===== src/rtl/keypad_pkg.sv =====
// keypad_pkg: shared FSM states, key map and row-priority helper for the keypad scanner
package keypad_pkg;

    typedef enum logic [1:0] {SCAN, DEBOUNCE, HELD} state_t;

    localparam int NUM_COLS = 4;
    localparam int NUM_ROWS = 4;

    // Indexed {row, col}; entry 0 is row 0 / column 0.
    localparam logic [NUM_ROWS*NUM_COLS-1:0][3:0] KEY_MAP = {
        4'hD, 4'hE, 4'hF, 4'h0,
        4'hC, 4'h9, 4'h8, 4'h7,
        4'hB, 4'h6, 4'h5, 4'h4,
        4'hA, 4'h3, 4'h2, 4'h1
    };

    function automatic logic [1:0] low_row(input logic [NUM_ROWS-1:0] rows);
        return !rows[0] ? 2'd0 : !rows[1] ? 2'd1 : !rows[2] ? 2'd2 : 2'd3;
    endfunction

endpackage


===== src/rtl/keypad_if.sv =====
// keypad_if: key code valid/ack handshake between the scanner and its consumer
interface keypad_if;
    logic [7:0] key_code;
    logic       key_valid;
    logic       key_ack;
    logic       overrun;
    modport master (output key_code, key_valid, overrun, input key_ack);
    modport slave  (input key_code, key_valid, overrun, output key_ack);
endinterface


===== src/rtl/keypad_row_sync.sv =====
// keypad_row_sync: 2-flop synchronizer for the asynchronous row inputs, idles all-high
module keypad_row_sync (
    input  logic       clk,
    input  logic       rst,
    input  logic [3:0] d,
    output logic [3:0] q
);

    logic [3:0] meta;

    always_ff @(posedge clk or negedge rst) begin
        if (!rst) begin
            meta <= 4'hF;
            q    <= 4'hF;
        end else begin
            meta <= d;
            q    <= meta;
        end
    end

endmodule


===== src/rtl/keypad_scanner.sv =====
// keypad_scanner: scans a 4x4 hex keypad, debounces presses and publishes one key code per press
module keypad_scanner
    import keypad_pkg::*;
#(
    parameter int SCAN_DIV     = 100000,
    parameter int DEBOUNCE_CNT = 8
) (
    input  logic       clk,
    input  logic       rst,
    input  logic [3:0] Keypad_rows,
    output logic [3:0] Keypad_cols,
    keypad_if.master   kif
);

    localparam int CW = $clog2(SCAN_DIV);
    localparam int DW = $clog2(DEBOUNCE_CNT + 1);

    state_t          state, state_d;
    logic [CW-1:0]   win_cnt;
    logic [1:0]      col, col_d;
    logic [3:0]      rows_s, pat, pat_d;
    logic [DW-1:0]   cnt, cnt_d, inc;
    logic            win_end, publish, ack;
    logic [3:0]      hex;

    keypad_row_sync u_sync (.clk(clk), .rst(rst), .d(Keypad_rows), .q(rows_s));

    assign win_end     = win_cnt == CW'(SCAN_DIV - 1);
    assign inc         = cnt + DW'(1);
    assign ack         = kif.key_ack & kif.key_valid;
    assign hex         = KEY_MAP[{low_row(pat_d), col}];
    assign Keypad_cols = ~(4'b0001 << col);

    // One counter serves as match count in DEBOUNCE and release count in HELD.
    always_comb begin
        state_d = state;
        col_d   = col;
        pat_d   = pat;
        cnt_d   = cnt;
        publish = 1'b0;
        if (win_end) begin
            case (state)
                SCAN: begin
                    if (rows_s != 4'hF) begin
                        pat_d   = rows_s;
                        publish = DEBOUNCE_CNT == 1;
                        state_d = DEBOUNCE_CNT == 1 ? HELD : DEBOUNCE;
                        cnt_d   = DEBOUNCE_CNT == 1 ? '0 : DW'(1);
                    end else begin
                        col_d = col + 2'd1;
                    end
                end
                DEBOUNCE: begin
                    if (rows_s == pat) begin
                        publish = inc == DW'(DEBOUNCE_CNT);
                        state_d = publish ? HELD : DEBOUNCE;
                        cnt_d   = publish ? '0 : inc;
                    end else begin
                        state_d = SCAN;
                        col_d   = col + 2'd1;
                    end
                end
                HELD: begin
                    if (rows_s == 4'hF) begin
                        state_d = inc == DW'(DEBOUNCE_CNT) ? SCAN : HELD;
                        col_d   = inc == DW'(DEBOUNCE_CNT) ? col + 2'd1 : col;
                        cnt_d   = inc == DW'(DEBOUNCE_CNT) ? '0 : inc;
                    end else begin
                        cnt_d = '0;
                    end
                end
                default: state_d = SCAN;
            endcase
        end
    end

    always_ff @(posedge clk or negedge rst) begin
        if (!rst) begin
            state         <= SCAN;
            win_cnt       <= '0;
            col           <= '0;
            pat           <= 4'hF;
            cnt           <= '0;
            kif.key_code  <= 8'h00;
            kif.key_valid <= 1'b0;
            kif.overrun   <= 1'b0;
        end else begin
            state   <= state_d;
            win_cnt <= win_end ? '0 : win_cnt + CW'(1);
            col     <= col_d;
            pat     <= pat_d;
            cnt     <= cnt_d;
            // A same-clock ack frees the slot, so the new key loads without overrun.
            if (publish && (!kif.key_valid || ack))
                kif.key_code <= {4'h0, hex};
            kif.key_valid <= publish | (kif.key_valid & ~ack);
            kif.overrun   <= ack ? 1'b0 : kif.overrun | (publish & kif.key_valid);
        end
    end

endmodule


===== src/flat_wrapper.sv =====
// flat-port wrapper written by rule: the top's interface ports become plain ports
module keypad_scanner_flat import keypad_pkg::*;
#(
    parameter int SCAN_DIV     = 100000,
    parameter int DEBOUNCE_CNT = 8
)
  (clk, rst, Keypad_rows, Keypad_cols, kif_key_code, kif_key_valid, kif_overrun, kif_key_ack);
  keypad_if kif_i ();
  input  logic clk;
  input  logic rst;
  input  logic [3:0] Keypad_rows;
  output logic [3:0] Keypad_cols;
  output wire logic [$bits(kif_i.key_code)-1:0] kif_key_code;
  output wire logic [$bits(kif_i.key_valid)-1:0] kif_key_valid;
  output wire logic [$bits(kif_i.overrun)-1:0] kif_overrun;
  input wire logic [$bits(kif_i.key_ack)-1:0] kif_key_ack;
  assign kif_key_code = kif_i.key_code;
  assign kif_key_valid = kif_i.key_valid;
  assign kif_overrun = kif_i.overrun;
  assign kif_i.key_ack = kif_key_ack;
  keypad_scanner #(.SCAN_DIV(SCAN_DIV), .DEBOUNCE_CNT(DEBOUNCE_CNT)) u_core (.clk(clk), .rst(rst), .Keypad_rows(Keypad_rows), .Keypad_cols(Keypad_cols), .kif(kif_i));
endmodule

===== config.mk =====
export PLATFORM = sky130hd
export DESIGN_NAME = keypad_scanner_flat
export DESIGN_NICKNAME = d
export VERILOG_FILES = /design/src/rtl/keypad_pkg.sv /design/src/rtl/keypad_if.sv /design/src/rtl/keypad_row_sync.sv /design/src/rtl/keypad_scanner.sv /design/src/flat_wrapper.sv
export SDC_FILE = /design/constraint.sdc
export NUM_CORES = 1
export LEC_CHECK = 0
export CORE_ASPECT_RATIO = 1.1
export CORE_MARGIN = 10
export CORE_UTILIZATION = 39
export DETAILED_ROUTE_END_ITERATION = 10
export GPL_TIMING_DRIVEN = 0
export SETUP_SLACK_MARGIN = 0.1
export SLEW_MARGIN = 40
export SYNTH_ARGS = -nofsm -noshare
export SYNTH_HDL_FRONTEND = slang
export SYNTH_SLANG_ARGS = --single-unit

===== constraint.sdc =====
create_clock -name clk -period 2.93 [get_ports clk]
set_input_delay 0.586 -clock clk [delete_from_list [all_inputs] [get_ports clk]]
set_output_delay 0.586 -clock clk [all_outputs]
set_load 0.02 [all_outputs]

==> summary.txt, run 1 <==
P_leak = 1.17 nW
Post-synth EDFFs = 0
fraction of registers with async set/reset = 1.00
Synth Warn # = 0
Setup Skew = 0.0115 ns
CTS Buf Count = 5
type of destination of the critical path = flip-flop
final core occ = 0.470
maximum number of pins on one net before global-route repair = 44
status = complete, no violations
largest family of logic cells by synthesized area = simple AND/OR/NAND/NOR gates
final hold viol count = 0
PwrDens = 396 nW/um^2
FP Rows = 29
WP data required = 3.11 ns
Worst-path clk slew = 0.08 ns
clk_lat worst skew = 0.30 ns
Setup Fix Bufs, Post-CTS = 0
fin. max-slew vios = 0
Die Area = 9380 sq um
drt wl/cell = 12.8 um
Yosys top cell area share = 0.337
initial antenna violation count = 0
top cells by area, synth = dfrtp_1 (34%), dfstp_2 (14%), ha_1 (6.5%), xnor2_1 (5.7%), nand2_1 (3.6%)
Overflow after GRT = 0
register bit count reported by yosys = 43
CTS tree = built
Peak VDD IR = 0.000227 V
post-CTS sizing = 0
drt first-iter violations = 91
Net count, final = 271
synth cell count leaders = dfrtp_1 (31), nand2_1 (22), nor2_1 (19)
clk root buf = clkbuf_8
Detail Route Antenna Nets = 0
critical-path cell list = or4b_2 -> nor4_4 -> and4_1 -> clkbuf_1 -> mux2_2
post-synthesis mux area share = 0.0288
Max stage delay on crit path = 0.72 ns
Synth Area in Compound Gates = 0.0919
Slowest-stage cell, CP = or4b_2
Mapped Area = 2300 sq um
setup TNS = 0 ns
starting density of the core = 0.401
antenna cell count = 0
critical path class = flip-flop to flip-flop
Top FF cell, synth = dfrtp_1
Sink Count = 43
hold slack = 0.243 ns
DRT Pass-1 Iters = 6
worst hold path class = primary input to asynchronous set/reset pin
worst rel slew slack = 0.650
cell count after synthesis = 225
ratio of final minimum period to clock period = 0.893
Die Width = 93.2 um
post-layout min period = 2.62 ns
gr usage total = 0.0954
hpwl dp = 3110 um
Post-Synth Simple-Gate Area = 0.218
critical path arrival = 2.80 ns
cts hold-fix bufs = 0
adder-cell share of the synthesized area = 0.0653
Setup violations, final = 0
IO Pins = 21
area of the core = 5730 sq um
PnR Total Power = 0.00107 W
first-pass GRT wire length = 7380 um
xor/xnor share of the synthesized area = 0.0799
vias in the first global route = 1590
via count = 1608
Max Root-Sink Buffers = 2
Vias/cell = 4.87
startpoint types = flip-flop
crit path max fanout = 7
Area Growth Syn to Fin = 17.1%
layout cell share with drive strength beyond 1 = 0.134
Synth Area per Inst = 10.2 sq um
post-synth cell types = 43
gpl congestion = 0.769
most common cell in the synthesized netlist = dfrtp_1
number of remaining DRC errors = 0
RSZ-0062 raised after global routing = false
die height = 101 um
FMAX = 382 MHz
slew at the pin closest to its max-slew limit = 0.521 ns
drt total wl = 4210 um
Seq/Total Area, Yosys = 0.474
Max Cap Violations = 0
area leader, netlist = dfrtp_1
PortBufs = 16
Max H-tree Level = 2
metal layers:
| layer | part of all wire | track usage | vias up |
|---|---|---|---|
| met5 | 0 | 0 | - |
| met4 | 0.019 | 0.0428 | 0 |
| met3 | 0.044 | 0.0268 | 6 |
| met2 | 0.45 | 0.150 | 26 |
| met1 | 0.49 | 0.118 | 748 |
| li1 | - | - | 828 |
critical path, delay by kind of cell (launching register included):
family	cells	cell delay [ns]
buf+inv	1	0.27
flops	1	0.44
mux	1	0.37
simple gates	3	1.42
cells in the final DEF (no fill, tap or decap), drive strengths merged, types with 10 or more instances in the layout:
cell,n
clkbuf,12
clkdlybuf4s50,15
dfrtp,31
dfstp,12
ha,12
inv,13
nand2,22
nand3,10
nor2,19
xnor2,15
flip-flops by register name (all words and copies together), names as in the netlist:
register,cells
u_core.col,2
u_core.kif.overrun,1
u_core.u_sync.meta,4
u_core.state,2
u_core.win_cnt,17
u_core.pat,4
u_core.kif.key_valid,1
u_core.cnt,4
u_core.u_sync.q,4
u_core.kif.key_code,4
where the power goes:
group          switching [W]  internal (W)
logic              0.0000251     0.0000209
registers         0.00000498      0.000605
clock network       0.000197      0.000215
total               0.000227      0.000841
layout make-up:
class                   count  area, sq um
repair buffers             17          185
plain buffers               8         45.0
fillers                   588         3040
clock buffers               8          100
flip-flops and latches     43         1090
multi-input cells         164         1130
well taps                  77         96.3
inverters                  13         48.8
worst paths after layout:
path	from	to	slack (ns)	depth (start not counted)
setup / recovery	u_core.win_cnt[6]	u_core.kif.key_code[0]	0.31	5
hold / removal	rst	u_core.kif.key_code[3]	0.24	2
max in group asynchronous	rst	u_core.u_sync.meta[2]	2.42	2
min in group clk	u_core.u_sync.meta[3]	u_core.u_sync.q[3]	0.36	0
hold reg to reg	u_core.u_sync.meta[3]	u_core.u_sync.q[3]	0.36	0
setup reg to reg	u_core.win_cnt[6]	u_core.kif.key_code[0]	0.31	5
kinds of logic after synthesis:
logic type      count (synthesis)
compound gates                 33
xor+xnor                       21
fa+ha+maj                      12
buf+inv                        21
flops                          43
mux                             6
other cells                     1
simple gates                   88
metrics by stage:
step	area (sq um)	setup slack, ns	std cells
6_report	2690	0.314	330
5_1_grt	2690	0.163	330
4_1_cts	2690	0.287	330
3_5_place_dp	2590	0.307	322
3_3_place_gp	2570	0.112	321
2_1_floorplan	2310	0.578	228
Note: power is estimated with default switching activity, not from simulation.
==> run 2: changes to the inputs <==
--- a/config.mk
+++ b/config.mk
@@ -6,12 +6,12 @@
 export NUM_CORES = 1
 export LEC_CHECK = 0
 export CORE_ASPECT_RATIO = 1.1
-export CORE_MARGIN = 10
+export CORE_MARGIN = 2
 export CORE_UTILIZATION = 39
 export DETAILED_ROUTE_END_ITERATION = 10
 export GPL_TIMING_DRIVEN = 0
 export SETUP_SLACK_MARGIN = 0.1
-export SLEW_MARGIN = 40
+export SLEW_MARGIN = 20
 export SYNTH_ARGS = -nofsm -noshare
 export SYNTH_HDL_FRONTEND = slang
 export SYNTH_SLANG_ARGS = --single-unit
==> run 2 against run 1 <==
  * First-iteration DRC count down 18%
  * Utilization down 0.50 points
  * Sequential power about the same
  * Sequential cell count unchanged
  * Cell count unchanged
  * Wire length down 4.5%
  * Count of clock-buffer cells in the layout down 1
  * Maximum frequency down 0.25%
  * Critical path type unchanged
==> summary.txt, run 2 (same netlist as run 1, synthesis figures left out) <==
NetSw = 0.000224 W
hpwl dp = 2950 um
startpoint types = flip-flop
WP data required = 3.11 ns
type of destination of the critical path = flip-flop
critical path class = flip-flop to flip-flop
DRT Pass-1 Iters = 4
Setup WS post-layout = 0.307 ns
Max Root-Sink Buffers = 2
first-pass GRT wire length = 7300 um
Die Area = 6530 sq um
CP bufs+invs = 1
clk root buf = clkbuf_8
Net count, final = 271
starting density of the core = 0.401
Max H-tree Level = 2
Area Growth Syn to Fin = 15.8%
cts hold-fix bufs = 0
PortBufs = 16
Max Cap Violations = 0
number of remaining DRC errors = 0
slew at the pin closest to its max-slew limit = 0.541 ns
CTS tree = built
worst hold path class = primary input to asynchronous set/reset pin
Flop pwr share = 0.601
drt total wl = 4020 um
setup TNS = 0 ns
Detail Route Antenna Nets = 0
Vias/cell = 4.88
antenna cell count = 0
CP top delay family = simple AND/OR/NAND/NOR gates
critical-path cell list = or4b_2 -> nor4_4 -> and4_1 -> clkbuf_1 -> mux2_2
Setup violations, final = 0
Internal Power = 0.000791 W
vias in the first global route = 1559
hold slack = 0.164 ns
PwrDens = 381 nW/um^2
worst rel slew slack = 0.636
IO Pins = 21
Max stage delay on crit path = 0.72 ns
RSZ-0062 raised after global routing = false
ratio of final minimum period to clock period = 0.895
switching share of total power = 0.221
Worst-path clk slew = 0.08 ns
gr usage total = 0.138
FP Rows = 29
die height = 84.6 um
final hold viol count = 0
critical path arrival = 2.81 ns
Peak VDD IR = 0.000230 V
post-layout min period = 2.62 ns
CTS Buf Count = 5
layout cell share with drive strength beyond 1 = 0.130
Setup Skew = 0.00886 ns
Overflow after GRT = 0
Most flops, register = u_core.win_cnt
area of the core = 5730 sq um
gpl congestion = 0.787
Comb power frac = 0.043
PnR Total Power = 0.00102 W
drt first-iter violations = 75
Slowest-stage cell, CP = or4b_2
maximum number of pins on one net before global-route repair = 33
P_leak = 1.15 nW
Setup Fix Bufs, Post-CTS = 0
Die Width = 77.2 um
max reg flops = 17
status = complete, no violations
highest-count cells in the layout ignoring fill and taps = dfrtp_1 (31), nand2_1 (22), nor2_1 (19)
Clk pwr share = 0.356
fin. max-slew vios = 0
FMAX = 381 MHz
Filler cells = 595
final core occ = 0.465
drt wl/cell = 12.2 um
post-CTS sizing = 0
Sink Count = 43
via count = 1609
crit path max fanout = 7
pre-CTS setup slack = 0.295 ns
most common cell after layout, fill and taps aside = dfrtp_1
clk_lat worst skew = 0.29 ns
initial antenna violation count = 0
-- run 2: path summary, 6_finish.rpt --
path / start / endpoint / slack [ns] / depth (start not counted)
worst min-delay path: rst / u_core.win_cnt[14] / 0.16 / 1
worst min register to register: u_core.u_sync.meta[1] / u_core.u_sync.q[1] / 0.36 / 0
max in group asynchronous: rst / u_core.u_sync.meta[2] / 2.23 / 2
worst max-delay path: u_core.win_cnt[6] / u_core.kif.key_code[0] / 0.31 / 5
min in group clk: u_core.u_sync.meta[1] / u_core.u_sync.q[1] / 0.36 / 0
worst max register to register: u_core.win_cnt[6] / u_core.kif.key_code[0] / 0.31 / 5
-- run 2: layout make-up --
class | count | area [sq um] | area share
multi-input combinational | 164 | 1130 | 0.423
inverter | 13 | 48.8 | 0.0183
sequential | 43 | 1090 | 0.409
clock buffer | 7 | 76.3 | 0.0286
clock inverter | 1 | 5.00 | 0.00188
timing repair buffer | 17 | 175 | 0.0657
buffer | 8 | 45.0 | 0.0169
tap | 77 | 96.3 | 0.0362
-- run 2: per-layer routing --
metal  share of wire  up-vias  track usage  routed length [um]
li1                -      823            -                   -
met1            0.50      755        0.179                2020
met2            0.45       25        0.221                1820
met3           0.023        6       0.0290                  94
met4           0.023        0       0.0633                  91
met5               0        -            0                   0
-- run 2: metrics by stage --
step                instances  instance area [sq um]
floorplan                 228                   2310
detailed placement        322                   2580
CTS                       330                   2670
finish                    330                   2670
global placement          321                   2570
global route              330                   2670
-- run 2: power groups by stage --
stage	clock, W	combinational [W]	sequential (W)
after floorplan	0	0.0000173	0.000621
after CTS	0.000380	0.0000452	0.000610
after global routing	0.000405	0.0000493	0.000611
final	0.000362	0.0000437	0.000610
after global placement	0	0.0000423	0.000621
after detailed placement	0	0.0000451	0.000621
==> run 3: changes to the inputs <==
--- a/config.mk
+++ b/config.mk
@@ -5,9 +5,9 @@
 export SDC_FILE = /design/constraint.sdc
 export NUM_CORES = 1
 export LEC_CHECK = 0
-export CORE_ASPECT_RATIO = 1.1
 export CORE_MARGIN = 2
 export CORE_UTILIZATION = 39
+export CTS_CLUSTER_DIAMETER = 100
 export DETAILED_ROUTE_END_ITERATION = 10
 export GPL_TIMING_DRIVEN = 0
 export SETUP_SLACK_MARGIN = 0.1
==> run 3 against run 2 <==
  * Register-to-register slack improved by 0.03 ns
  * Critical path depth did not move
  * Maximum frequency up 1.0%
  * Utilization rose by 1.5 points
  * Count of clock-buffer cells in the layout shrank 2
==> summary.txt, run 3 (same netlist as run 1, synthesis figures left out) <==
worst rel slew slack = 0.644
final hold viol count = 0
PwrDens = 415 nW/um^2
first-pass GRT wire length = 7280 um
slew at the pin closest to its max-slew limit = 0.530 ns
Setup Fix Bufs, Post-CTS = 0
worst hold path class = primary input to asynchronous set/reset pin
Setup Skew = 0.00801 ns
FMAX = 385 MHz
startpoint types = flip-flop
number of remaining DRC errors = 0
Worst-path clk slew = 0.08 ns
most common cell after layout, fill and taps aside = dfrtp_1
Die Area = 6530 sq um
Slowest-stage cell, CP = or4b_2
drt wl/cell = 12.6 um
final core occ = 0.480
status = complete, no violations
post-CTS sizing = 0
Filler cells = 546
critical path class = flip-flop to flip-flop
die height = 80.8 um
Most flops, register = u_core.win_cnt
Net count, final = 271
max reg flops = 17
drt first-iter violations = 67
setup TNS = 0 ns
Sink Count = 43
area taken by flip-flops and latches = 1090 sq um
CTS tree = built
Detail Route Antenna Nets = 0
ratio of final minimum period to clock period = 0.886
P_leak = 1.17 nW
Peak VDD IR = 0.000211 V
Setup violations, final = 0
critical-path cell list = or4b_2 -> nor4_4 -> and4_1 -> clkbuf_1 -> mux2_2
IO Pins = 21
clk root buf = clkbuf_8
starting density of the core = 0.410
Die Width = 80.8 um
critical path arrival = 2.79 ns
Vias/cell = 5.03
area of the core = 5610 sq um
DRT Pass-1 Iters = 4
Max stage delay on crit path = 0.73 ns
area occupied by multi-input gates = 1130 sq um
gr usage total = 0.145
fin. max-slew vios = 0
Overflow after GRT = 0
initial antenna violation count = 0
highest-count cells in the layout ignoring fill and taps = dfrtp_1 (31), nand2_1 (22), nor2_1 (19)
hold slack = 0.181 ns
maximum number of pins on one net before global-route repair = 31
FP Rows = 27
Area Growth Syn to Fin = 16.9%
clk_lat worst skew = 0.30 ns
RSZ-0062 raised after global routing = false
crit path max fanout = 7
PortBufs = 16
cts hold-fix bufs = 0
drt total wl = 4080 um
type of destination of the critical path = flip-flop
CTS Buf Count = 5
Max Root-Sink Buffers = 2
antenna cell count = 0
gpl congestion = 0.728
WP data required = 3.13 ns
hpwl dp = 3000 um
vias in the first global route = 1585
via count = 1634
Max Cap Violations = 0
Max H-tree Level = 2
post-layout min period = 2.60 ns
layout cell share with drive strength beyond 1 = 0.138
## run 3: cell types whose count changed in the layout (fill, tap and decap cells not counted), sizes merged
cell | previous run | this run
bufinv | 0 | 1
clkbuf | 11 | 9
clkinv | 1 | 2
## run 3: critical path: cells and delay by family (launching register included)
family                 cells  cell delay [ns]
buffers and inverters      1             0.27
DFF                        1             0.45
muxes                      1             0.37
and+or+nand+nor            3             1.39
## run 3: routing by layer
metal,track usage,up-vias,share of wire
met2,0.221,28,0.44
met4,0.0644,0,0.020
met3,0.0367,6,0.039
li1,-,830,-
met5,0,-,0
met1,0.196,770,0.50
## run 3: report_power, final
group	total (W)	internal, W	switching (W)
clock network	0.000463	0.000254	0.000209
logic	0.0000440	0.0000193	0.0000247
registers	0.000610	0.000605	0.00000519
total	0.00112	0.000878	0.000239
## run 3: through the flow
step | area [sq um] | cells | worst slack, ns | power [W]
finish | 2690 | 325 | 0.334 | 0.00112
global route | 2690 | 325 | 0.189 | 0.00117
CTS | 2690 | 325 | 0.311 | 0.00114
detailed placement | 2580 | 317 | 0.332 | 0.000666
global placement | 2560 | 316 | 0.120 | 0.000663
floorplan | 2310 | 228 | 0.578 | 0.000638
## run 3: cell type report
cell class / instances / share of cell area
multi-input cells: 164 / 0.419
clock buffers: 5 / 0.0256
inverters: 13 / 0.0181
repair buffers: 17 / 0.0651
well taps: 72 / 0.0335
plain buffers: 8 / 0.0167
flip-flops and latches: 43 / 0.406
clock inverters: 3 / 0.0163
## run 3: final timing paths
kind	end	startpoint	slack, ns	cells after the start
worst max register to register	u_core.kif.key_code[0]	u_core.win_cnt[6]	0.33	5
worst min register to register	u_core.u_sync.q[3]	u_core.u_sync.meta[3]	0.36	0
worst min-delay path	u_core.kif.key_code[2]	rst	0.18	1
min in group clk	u_core.u_sync.q[3]	u_core.u_sync.meta[3]	0.36	0
worst max-delay path	u_core.kif.key_code[0]	u_core.win_cnt[6]	0.33	5
max in group asynchronous	u_core.u_sync.q[1]	rst	2.21	2
